### src/rtl/apb_fsm_controller.sv
// ---------------------------------------------------------------------------
// apb_fsm_controller
//
// Purpose:
//   APB-side sequencer of an AHB-to-APB bridge. Takes transfer requests from
//   the AHB slave interface and walks them through the APB phases
//   (IDLE -> [WWAIT] -> SETUP -> ACCESS). It stalls the AHB master with
//   hreadyout while an APB transfer is in progress.
//
// Optional feature macro:
//   APB_PREADY_EN : if defined, ACCESS is extended until pready=1. All APB
//                   outputs and hreadyout=0 are held while waiting.
//                   If undefined, pready is ignored and ACCESS lasts 1 cycle.
//
// Ports:
//   hclk       in   clock, all state changes on the rising edge
//   hresetn    in   asynchronous active-low reset
//   valid      in   qualified AHB transfer request (address phase)
//   hwrite     in   request direction, 1 = write
//   haddr      in   request address (address phase)
//   hwdata     in   write data (AHB data phase, one cycle after the address)
//   prdata     in   read data from the APB slaves
//   pready     in   APB slave ready (used only with APB_PREADY_EN)
//   pselx      out  one-hot APB slave select (registered)
//   penable    out  APB access-phase strobe (registered)
//   pwrite     out  APB direction (registered)
//   paddr      out  APB address (registered)
//   pwdata     out  APB write data (registered)
//   hrdata     out  read data to AHB, combinational copy of prdata
//   hreadyout  out  AHB ready; 0 stalls the AHB master
// ---------------------------------------------------------------------------
module apb_fsm_controller #(
  parameter int                ADDR_W    = 32,
  parameter int                DATA_W    = 32,
  parameter logic [ADDR_W-1:0] SLV0_BASE = 32'h8000_0000,
  parameter logic [ADDR_W-1:0] SLV1_BASE = 32'h8400_0000,
  parameter logic [ADDR_W-1:0] SLV2_BASE = 32'h8800_0000
) (
  input  logic              hclk,
  input  logic              hresetn,
  input  logic              valid,
  input  logic              hwrite,
  input  logic [ADDR_W-1:0] haddr,
  input  logic [DATA_W-1:0] hwdata,
  input  logic [DATA_W-1:0] prdata,
  input  logic              pready,
  output logic [2:0]        pselx,
  output logic              penable,
  output logic              pwrite,
  output logic [ADDR_W-1:0] paddr,
  output logic [DATA_W-1:0] pwdata,
  output logic [DATA_W-1:0] hrdata,
  output logic              hreadyout
);

  typedef enum logic [1:0] {
    S_IDLE   = 2'd0,
    S_WWAIT  = 2'd1,
    S_SETUP  = 2'd2,
    S_ACCESS = 2'd3
  } state_t;

  state_t              r_state;
  state_t              w_state_next;
  logic [2:0]          r_pselx,   w_pselx_next;
  logic                r_penable, w_penable_next;
  logic                r_pwrite,  w_pwrite_next;
  logic [ADDR_W-1:0]   r_paddr,   w_paddr_next;
  logic [DATA_W-1:0]   r_pwdata,  w_pwdata_next;
  logic                w_complete;
  logic                w_accept;
  logic                w_hreadyout;

  // Each slave owns a 64 MB window, so only the top 6 address bits decode.
  function automatic logic [2:0] f_decode(input logic [5:0] top);
    logic [2:0] sel;
    sel = 3'b000;
    if (top == SLV0_BASE[ADDR_W-1 -: 6]) sel = 3'b001;
    if (top == SLV1_BASE[ADDR_W-1 -: 6]) sel = 3'b010;
    if (top == SLV2_BASE[ADDR_W-1 -: 6]) sel = 3'b100;
    return sel;
  endfunction

`ifdef APB_PREADY_EN
  assign w_complete = pready;
`else
  assign w_complete = 1'b1;
  logic w_unused_pready;
  assign w_unused_pready = pready;
`endif

  // A new request is only sampled while the AHB side sees hreadyout=1.
  assign w_accept = valid & ((r_state == S_IDLE) |
                             ((r_state == S_ACCESS) & w_complete));

  always_comb begin
    w_state_next   = r_state;
    w_pselx_next   = r_pselx;
    w_penable_next = r_penable;
    w_pwrite_next  = r_pwrite;
    w_paddr_next   = r_paddr;
    w_pwdata_next  = r_pwdata;
    w_hreadyout    = 1'b0;

    case (r_state)
      S_IDLE: begin
        w_hreadyout = 1'b1;
      end
      S_WWAIT: begin
        // Write data arrives one cycle after the address on AHB.
        w_pwdata_next = hwdata;
        w_pselx_next  = f_decode(r_paddr[ADDR_W-1 -: 6]);
        w_state_next  = S_SETUP;
      end
      S_SETUP: begin
        w_penable_next = 1'b1;
        w_state_next   = S_ACCESS;
      end
      S_ACCESS: begin
        // Without completion everything simply holds (defaults above).
        if (w_complete) begin
          w_hreadyout    = 1'b1;
          w_state_next   = S_IDLE;
          w_pselx_next   = 3'b000;
          w_penable_next = 1'b0;
        end
      end
      default: begin
        w_state_next = S_IDLE;
      end
    endcase

    // Shared by IDLE and a completing ACCESS: back-to-back transfers skip IDLE.
    if (w_accept) begin
      w_paddr_next   = haddr;
      w_pwrite_next  = hwrite;
      w_penable_next = 1'b0;
      if (hwrite) begin
        w_state_next = S_WWAIT;
        w_pselx_next = 3'b000;
      end else begin
        w_state_next = S_SETUP;
        w_pselx_next = f_decode(haddr[ADDR_W-1 -: 6]);
      end
    end
  end

  always_ff @(posedge hclk or negedge hresetn) begin
    if (!hresetn) begin
      r_state   <= S_IDLE;
      r_pselx   <= 3'b000;
      r_penable <= 1'b0;
      r_pwrite  <= 1'b0;
      r_paddr   <= '0;
      r_pwdata  <= '0;
    end else begin
      r_state   <= w_state_next;
      r_pselx   <= w_pselx_next;
      r_penable <= w_penable_next;
      r_pwrite  <= w_pwrite_next;
      r_paddr   <= w_paddr_next;
      r_pwdata  <= w_pwdata_next;
    end
  end

  assign pselx     = r_pselx;
  assign penable   = r_penable;
  assign pwrite    = r_pwrite;
  assign paddr     = r_paddr;
  assign pwdata    = r_pwdata;
  assign hrdata    = prdata;
  assign hreadyout = w_hreadyout;

endmodule

### config.mk
export PLATFORM = sky130hd
export DESIGN_NAME = apb_fsm_controller
export DESIGN_NICKNAME = d
export VERILOG_FILES = /design/src/rtl/apb_fsm_controller.sv
export SDC_FILE = /design/constraint.sdc
export NUM_CORES = 1
export LEC_CHECK = 0
export ABC_CLOCK_PERIOD_IN_PS = 1400
export CAP_MARGIN = 10
export CORE_ASPECT_RATIO = 1.5
export CORE_MARGIN = 4
export CORE_UTILIZATION = 25
export DETAILED_ROUTE_END_ITERATION = 7
export SLEW_MARGIN = 20
export SYNTH_ARGS = -nofsm -noshare
export SYNTH_HDL_FRONTEND = slang
export SYNTH_SLANG_ARGS = --single-unit
### constraint.sdc
create_clock -name hclk -period 1.4 [get_ports hclk]
set_clock_uncertainty 0.05 [all_clocks]
set_input_delay 0.14 -clock hclk [delete_from_list [all_inputs] [get_ports hclk]]
set_output_delay 0.14 -clock hclk [all_outputs]
set_load 0.02 [all_outputs]
# Yosys cells after proc, flatten, opt, wreduce, memory -nomap -nowiden
# Index checks and enable logic that the tools add are counted.
[word_totals]
reg_bits = 71
input_bits = 101
output_inout_bits = 102
wordCells = 37
[op_classes]
n_eq_ne = 9
n_mux = 15
bitwise_logic = 2
n_reduce_logical = 5
[ops]
columns = ["operator", "n"]
rows = [
  ["equality test 6 bit (second input constant)", 6],
  ["two-way mux 3 bit", 6],
  ["case mux 2 bit (3 select lines)", 1],
  ["case mux 3 bit (2 select lines)", 1],
  ["nonzero test 3 bit", 2],
  ["equality test 2 bit (second input constant)", 2],
  ["two-way mux 1 bit", 4],
  ["two-way mux 2 bit", 2],
  ["nonzero test 4 bit", 1],
  ["equality test 2 x 1 -> 1 bit (second input constant)", 1],
  ["zero test 2 bit", 1],
  ["case mux 1 bit (2 select lines)", 1],
  ["OR reduction 2 bit", 1],
  ["bitwise AND 1 bit", 1],
  ["bitwise OR 1 bit", 1],
]

# Depth between registers and ports, before layout
# Gate-level depths: netlist of run 1.
[logic_depth]
word_depth = 6
depth_mapped = 7
depth_no_buf = 5

# Worst setup path before layout of run 1
# OpenSTA, ideal clock, no wires.
[synth_path]
path_kind = "register -> register"
from = "reg r_state[0]"
to = "reg r_state[1]"
setup_time_ns = 0.079
t_arrival_ns = 1.505
t_required_ns = 1.271
slack_ns = -0.235
path_stages_with_launch = 6
path_buffers = 0
synth_period_minus_slack_ns = 1.635
path_cell_list = "dfrtp_1 -> inv_1 -> ha_1 -> a211oi_2 -> and2b_1 -> mux2i_1"
[synth_via]
elab_chain_cells = 4
[synth_lines]
columns = ["item", "line", "source"]
rows = [
  ["from (decl)", "63", "state_t r_state;"],
  ["from (signal assigned)", "157", "r_state <= w_state_next;"],
  ["equality test 2 bit / zero test 2 bit (equally long branches)", "94, 105, 93", ""],
  ["bitwise OR 1 bit", "93", "assign w_accept = valid & ((r_state == S_IDLE) |"],
  ["bitwise AND 1 bit", "93", ""],
  ["nonzero test 4 bit (no line) / two-way mux 2 bit (equally long branches)", "n/a", ""],
]
# Several ways; a longest one is shown, not always the timed one.
# A chain may end at the register's enable or synchronous reset.

# Worst setup path in the final report of run 1
[layout_path]
from = "reg r_state[1]"
to = "reg r_pselx[0], in the netlist pselx[0]"
[layout_via]
elab_chain_cells = 4
[layout_lines]
columns = ["item", "line", "source"]
rows = [
  ["equality test 2 bit / zero test 2 bit (equally long branches)", "94, 105, 93", ""],
  ["bitwise OR 1 bit", "93", ""],
  ["bitwise AND 1 bit", "93", ""],
  ["nonzero test 3 bit (no line) / two-way mux 3 bit (equally long branches)", "n/a", ""],
  ["to (signal assigned)", "158", "r_pselx <= w_pselx_next;"],
  ["to (decl)", "65", "logic [2:0] r_pselx, w_pselx_next;"],
]
# Several ways; a longest one is shown, not always the timed one.

==> out/qor.yml, run 1 <==
ys_seq_area_share_pct: 58.4
cts-buffers-inserted: 9
period_share_pct: 109
synth_warnings: 0
die_y_um: 143
cts_root_buffer: "clkbuf_16"
status: "complete, but fails checks"
instances_no_fill: 565
fillCellCount: 1185
cp.arrival_ns: 1.71
rsz0062_at_grt: "yes"
ir_worst_vdd_uv: 1200
synth-compound-area-share_pct: 2.59
routabilityCongestion: 0.747
fin_util_pct: 42.9
antenna_found_initial: 0
muxShareOfSynthArea_pct: 12.5
reg2reg_from: "r_state[1]"
cts_tree: "yes"
synth-xor-area-share_pct: 0
ys_ff_latch: 71
critPathMaxFanout: 5
grtUsageTotal_pct: 12.2
std_cell_rows: 49
hold_ws_ns: 0.230
synth_nets: 380
core_um2: 12000
nets: 512
drtAntennaViolNets: 0
clock_latency_ns: 0.32
io_pins: 203
layout-drive-gt1-share_pct: 22.6
drt-initial-drc-count: 46
routed_wl_mm: 9.08
powerDensity_nw_per_um2: 2480
max_freq_ghz: 0.654
synth_area_um2: 3040
htreeDepth: 3
diodes: 0
syn_avg_cell_area_um2: 11.1
required_ns: 1.58
period_needed_ns: 1.53
grt_pass1_vias: 2620
violations: "negative setup slack"
placed_area_um2: 4460
drc: 0
end_kind: "flip-flop"
worstHoldStart: "prdata[20]"
dieArea_um2: 14000
start_kind: "flip-flop"
synthToLayoutAreaGrowth_pct: 68.5
hp-class: "input port to primary output"
globalRoute.totalOverflow: 0
synth_top_family_by_area: "simple AND/OR/NAND/NOR gates"
place_ws_ns: -0.192
finalSetupViolCount: 71
synth_fa_ha_area_share_pct: 1.64
cap_violations: 0
wire_per_inst_um: 16.1
synthCells: 275
path_clk_slew_ns: 0.06
finalWorstSetupSlack_ns: -0.130
cts.sinks: 71
drv_slew: 0
finalHoldViolCount: 0
dp_hpwl_mm: 5.78
synth_cell_types: 29
viasPerCell: 4.24
portBuffers: 137
grt_pass1_wl_mm: 13.3
power_leakage_nw: 2.51
first_pass_iters: 4
clockBufferDepth: 2
setup.worst_path.class: "flip-flop to flip-flop"
start_util_pct: 25.5
dieWidth_um: 98.1
startpoint: "r_state[1]"
synthSimpleGateAreaFrac_pct: 14.1
final_area_um2: 5130
relSlewSlack_pct: 74.1
vias: 2396
dpl.cell_count: 534
grt_max_degree: 72
worst_pin_slew_ns: 0.384
==> per-layer routing <==
| layer | vias to the layer above | routed length (um) | GRT usage, % |
|---|---|---|---|
| met4 | 0 | 285 | 7.15 |
| li1 | 1126 | - | - |
| met2 | 94 | 4810 | 21.4 |
| met3 | 30 | 728 | 4.69 |
| met1 | 1146 | 3260 | 12.2 |
| met5 | - | 0 | 0 |
==> what timing repair did <==
action | CTS | global route
gates resized for setup | 105 | 33
hold buffers | 1 | 0
endpoints found under the hold margin | 71 | 0
pin swaps | 6 | 3
setup endpoints to repair | 140 | 72
gates cloned | 3 | 3
setup buffers | 5 | 3
==> final timing paths <==
check,to,slack (ns),cells after the start
hold reg to reg,paddr[20],0.42,2
setup / recovery,pselx[0],-0.13,5
min in group asynchronous,pwdata[13],0.33,3
hold / removal,hrdata[20],0.23,0
setup reg to reg,pselx[0],-0.13,5
max in group asynchronous,r_state[1],0.67,3
==> power breakdown <==
| part | internal [mW] | total, mW | switching (mW) |
|---|---|---|---|
| Combinational | 3.49 | 6.91 | 3.42 |
| Clock | 1.42 | 2.22 | 0.801 |
| Sequential | 3.06 | 3.59 | 0.523 |
| Total | 7.97 | 12.7 | 4.74 |
==> critical path: stages (launching register included) <==
cell and delay, ns:
dfrtp_2 0.45, ha_4 0.33, buf_6 0.11, and3_4 0.19, nand3b_1 0.11, o221ai_1 0.19
==> synthesized netlist by cell type <==
master | number | share of area [%]
nand2_1 | 96 | 12
dfrtp_1 | 71 | 58
buf_4 | 36 | 8.9
mux2_2 | 32 | 12
inv_1 | 5 | 0.62
ha_1 | 4 | 1.6
buf_2 | 3 | 0.49
clkbuf_1 | 3 | 0.37
a21oi_1 | 2 | 0.33
nand4_1 | 2 | 0.41
o21ai_0 | 2 | 0.33
o221ai_1 | 2 | 0.58
a211oi_2 | 1 | 0.41
a21o_1 | 1 | 0.25
and2_1 | 1 | 0.21
and2b_1 | 1 | 0.25
and3_1 | 1 | 0.21
buf_6 | 1 | 0.37
mux2_1 | 1 | 0.37
mux2i_1 | 1 | 0.33
nand2_2 | 1 | 0.21
nand3b_1 | 1 | 0.25
nand4b_1 | 1 | 0.29
nor2_1 | 1 | 0.12
nor3_1 | 1 | 0.16
nor4_1 | 1 | 0.21
o21a_1 | 1 | 0.25
o21ai_1 | 1 | 0.16
o311ai_1 | 1 | 0.29
==> registers in the layout, indices dropped and copies added (netlist names) <==
| signal | count |
|---|---|
| pwdata | 32 |
| r_state | 2 |
| pwrite | 1 |
| penable | 1 |
| pselx | 3 |
| paddr | 32 |
==> cells by family after synthesis <==
logic type	Yosys count
buffers and inverters	48
AOI/OAI and AO/OA	11
DFF	71
and+or+nand+nor	107
muxes	34
adders and majority gates	4
==> placed cells by master, fill, tap and decap left out, types with 2 or more instances in the layout <==
cell type,netlist,layout
clkdlybuf4s50_1,0,66
buf_4,36,9
nand4_1,2,2
inv_2,0,2
clkinv_2,0,3
ha_4,0,3
nand2_2,1,4
buf_6,1,6
nand2_1,96,92
clkbuf_16,0,12
dlygate4sd2_1,0,69
buf_12,0,5
mux2_4,0,33
clkbuf_1,3,2
o21ai_1,1,2
dfrtp_1,71,70
buf_16,0,3
inv_1,5,3
==> cell type report <==
cell class / count / area, um^2 / share of cell area (%)
multi-input cells: 156 / 1160 / 22.6
repair buffers: 164 / 1690 / 32.9
well taps: 153 / 191 / 3.73
flip-flops and latches: 71 / 1780 / 34.7
clock buffers: 12 / 246 / 4.81
clock inverters: 4 / 45.0 / 0.878
inverters: 5 / 18.8 / 0.366
==> per-stage QoR <==
stage	power (mW)	TNS [ns]
after floorplan	6.99	-2.84
after global placement	9.70	-5.34
after detailed placement	9.82	-7.14
after CTS	12.2	-3.23
after global routing	13.5	-6.57
final	12.7	-3.24
(Power assumes the default switching activity.)
==> inputs of run 2 (changes only) <==
--- a/config.mk
+++ b/config.mk
@@ -10,6 +10,7 @@
 export CORE_ASPECT_RATIO = 1.5
 export CORE_MARGIN = 4
 export CORE_UTILIZATION = 25
+export CTS_CLUSTER_DIAMETER = 200
 export DETAILED_ROUTE_END_ITERATION = 7
 export SLEW_MARGIN = 20
 export SYNTH_ARGS = -nofsm -noshare
==> results of run 2 <==
Final layout, timing and power as in run 1 (identical DEF).
==> inputs of run 3 (changes only) <==
--- a/config.mk
+++ b/config.mk
@@ -5,9 +5,8 @@
 export SDC_FILE = /design/constraint.sdc
 export NUM_CORES = 1
 export LEC_CHECK = 0
-export ABC_CLOCK_PERIOD_IN_PS = 1400
 export CAP_MARGIN = 10
-export CORE_ASPECT_RATIO = 1.5
+export CORE_ASPECT_RATIO = 2
 export CORE_MARGIN = 4
 export CORE_UTILIZATION = 25
 export CTS_CLUSTER_DIAMETER = 200
==> out/qor.yml, run 3 (synthesis results as in run 1) <==
htreeDepth: 3  # unchanged
clock_latency_ns: 0.32  # about the same
swShare_pct: 36.6  # was 37.3%
required_ns: 1.60  # was 1.58 ns
cts.sinks: 71  # unchanged
vias: 2406  # was 2396
ir_worst_vdd_uv: 1330  # was 1200 uV
globalRoute.totalOverflow: 0  # unchanged
p_clk_share_pct: 21.0  # was 17.5%
synthToLayoutAreaGrowth_pct: 66.3  # was 68.5%
wl_met2_mm: 5.07  # was 4.81 mm
fin_util_pct: 42.8  # was 42.9%
combPwrFrac_pct: 51.0  # was 54.3%
hp-class: "input port to asynchronous set/reset pin"  # was input port to primary output
drt-met1-wl_mm: 3.11  # was 3.26 mm
period_share_pct: 108  # was 109%
cap_violations: 0  # unchanged
period_needed_ns: 1.51  # was 1.53 ns
fin_setup_tns_ns: -1.29  # was -3.24 ns
portBuffers: 137  # unchanged
reg2reg_from: "r_state[0]"  # was r_state[1]
dieWidth_um: 86.0  # was 98.1 um
power_leakage_nw: 2.50  # was 2.51 nW
io_pins: 203  # unchanged
r2r-end: "r_state[1]"  # was pselx[0]
cts_root_buffer: "clkbuf_16"  # unchanged
drv_slew: 0  # unchanged
slowest_stage: "dfrtp_1"  # was dfrtp_2
max_freq_ghz: 0.662  # was 0.654 GHz
worst_pin_slew_ns: 0.365  # was 0.384 ns
path_clk_slew_ns: 0.06  # about the same
drtAntennaViolNets: 0  # unchanged
cts_tree: "yes"  # unchanged
setup.worst_path.class: "flip-flop to flip-flop"  # unchanged
critPathMaxFanout: 5  # unchanged
finalHoldViolCount: 0  # unchanged
viasPerCell: 4.30  # was 4.24
final_cell_mix: "nand2_1 (95), dfrtp_1 (70), dlygate4sd2_1 (69)"  # was nand2_1 (92), dfrtp_1 (70), dlygate4sd2_1 (69)
layout-drive-gt1-share_pct: 22.0  # was 22.6%
critPathMaxStageDelay_ns: 0.40  # was 0.45 ns
power_frac_seq_pct: 28.0  # was 28.2%
wire_per_inst_um: 16.2  # was 16.1 um
grt_pass1_vias: 2599  # was 2620
start_util_pct: 25.7  # was 25.5%
rsz0062_at_grt: "yes"  # unchanged
status: "complete, but fails checks"  # unchanged
final_common_cell: "nand2_1"  # unchanged
antenna_found_initial: 0  # unchanged
drt-initial-drc-count: 59  # was 46
hold_ws_ns: 0.221  # was 0.230 ns
finalSetupViolCount: 50  # was 71
intPower_mw: 8.11  # was 7.97 mW
powerDensity_nw_per_um2: 2520  # was 2480 nW/um^2
routed_wl_mm: 9.08  # about the same
clockBufferDepth: 2  # unchanged
routabilityCongestion: 0.766  # was 0.747
switchingPower_mw: 4.67  # was 4.74 mW
diodes: 0  # unchanged
first_pass_iters: 4  # unchanged
grtUsageTotal_pct: 12.9  # was 12.2%
violations: "negative setup slack"  # unchanged
grt_max_degree: 26  # was 72
r2r_slack_ns: -0.11  # was -0.13 ns
dp_hpwl_mm: 6.49  # was 5.78 mm
met3WireLength_um: 617  # was 728 um
r2r_cells: 6  # was 5
relSlewSlack_pct: 75.7  # was 74.1%
power_mw: 12.8  # was 12.7 mW
start_kind: "flip-flop"  # unchanged
cts-buffers-inserted: 9  # unchanged
nets: 514  # was 512
top_layer: "met4"  # unchanged
dieArea_um2: 14100  # was 14000 um^2
end_kind: "flip-flop"  # unchanged
die_y_um: 164  # was 143 um
cp.arrival_ns: 1.71  # about the same
fillCellCount: 1152  # was 1185
std_cell_rows: 56  # was 49
drc: 0  # unchanged
crit_chain: "inv_2 -> ha_4 -> buf_6 -> a211oi_4 -> and2b_1 -> mux2i_1"  # was ha_4 -> buf_6 -> and3_4 -> nand3b_1 -> o221ai_1
place_ws_ns: -0.175  # was -0.192 ns
grt_pass1_wl_mm: 13.8  # was 13.3 mm
core_um2: 11800  # was 12000 um^2
finalWorstSetupSlack_ns: -0.111  # was -0.130 ns
run 3: cell types whose count changed in the layout (fill, tap and decap cells not counted), moves of 2 or more:
cell       delta
buf_12        +2
buf_16        -3
buf_4         +6
bufinv_16     +2
clkbuf_1      -2
clkbuf_16     -3
clkinv_2      -2
nand2_1       +3
nand2_2       -3
run 3: stage by stage:
stage	instance area, um^2	instances
floorplan	3080	275
global placement	4500	533
detailed placement	4500	533
CTS	4970	560
global route	5060	559
finish	5060	559
run 3: timing repair:
| item | 4_1_cts | 5_1_grt |
|---|---|---|
| gates resized for setup | 96 | 38 |
| pin swaps | 3 | 0 |
| buffers inserted | 7 | 1 |
| gates cloned | 3 | 0 |
| hold endpoints to repair | 46 | 0 |
| hold buffers | 1 | 0 |
| endpoints found under the setup margin | 140 | 71 |
run 3: power by group through the flow:
stage	registers, mW	logic (mW)	clock network, mW
final	3.58	6.51	2.68
after global placement	3.60	6.18	0
after detailed placement	3.64	6.27	0
after global routing	3.73	7.00	2.88
after CTS	3.57	6.29	2.78
after floorplan	4.78	2.21	0
run 3: area by class of cell:
| class | instances | area [um^2] | area share [%] |
|---|---|---|---|
| Clock buffer | 11 | 253 | 4.99 |
| Clock inverter | 5 | 104 | 2.05 |
| Inverter | 5 | 18.8 | 0.371 |
| Multi-Input combinational cell | 156 | 1120 | 22.1 |
| Sequential cell | 71 | 1780 | 35.1 |
| Tap cell | 145 | 181 | 3.58 |
| Timing Repair Buffer | 166 | 1610 | 31.8 |
run 3: worst max-delay path by stage:
| stage | start | to | slack (ns) | cells past startpoint |
|---|---|---|---|---|
| 3_5_place_dp | r_state[0] | hreadyout | -0.18 | 3 |
| 2_1_floorplan | r_state[1] | r_state[1] | -0.05 | 6 |
| 4_1_cts | r_state[0] | r_state[1] | -0.11 | 6 |
| 5_1_grt | r_state[0] | pselx[1] | -0.17 | 5 |
| 3_3_place_gp | r_state[0] | hreadyout | -0.17 | 3 |
| 6_report | r_state[0] | r_state[1] | -0.11 | 6 |
run 3: critical path: cells and delay by family (launching register included):
family          cells  cell delay [ns]
compound gates      1             0.20
fa+ha+maj           1             0.26
buf+inv             2             0.18
flops               1             0.40
mux                 1             0.17
simple gates        1             0.17
run 3: layer usage:
metal  vias to the layer above  track usage (%)
met4                         0             6.70
met3                        32             3.16
met2                        90             24.0
met5                         -                0
li1                       1128                -
met1                      1156             13.0
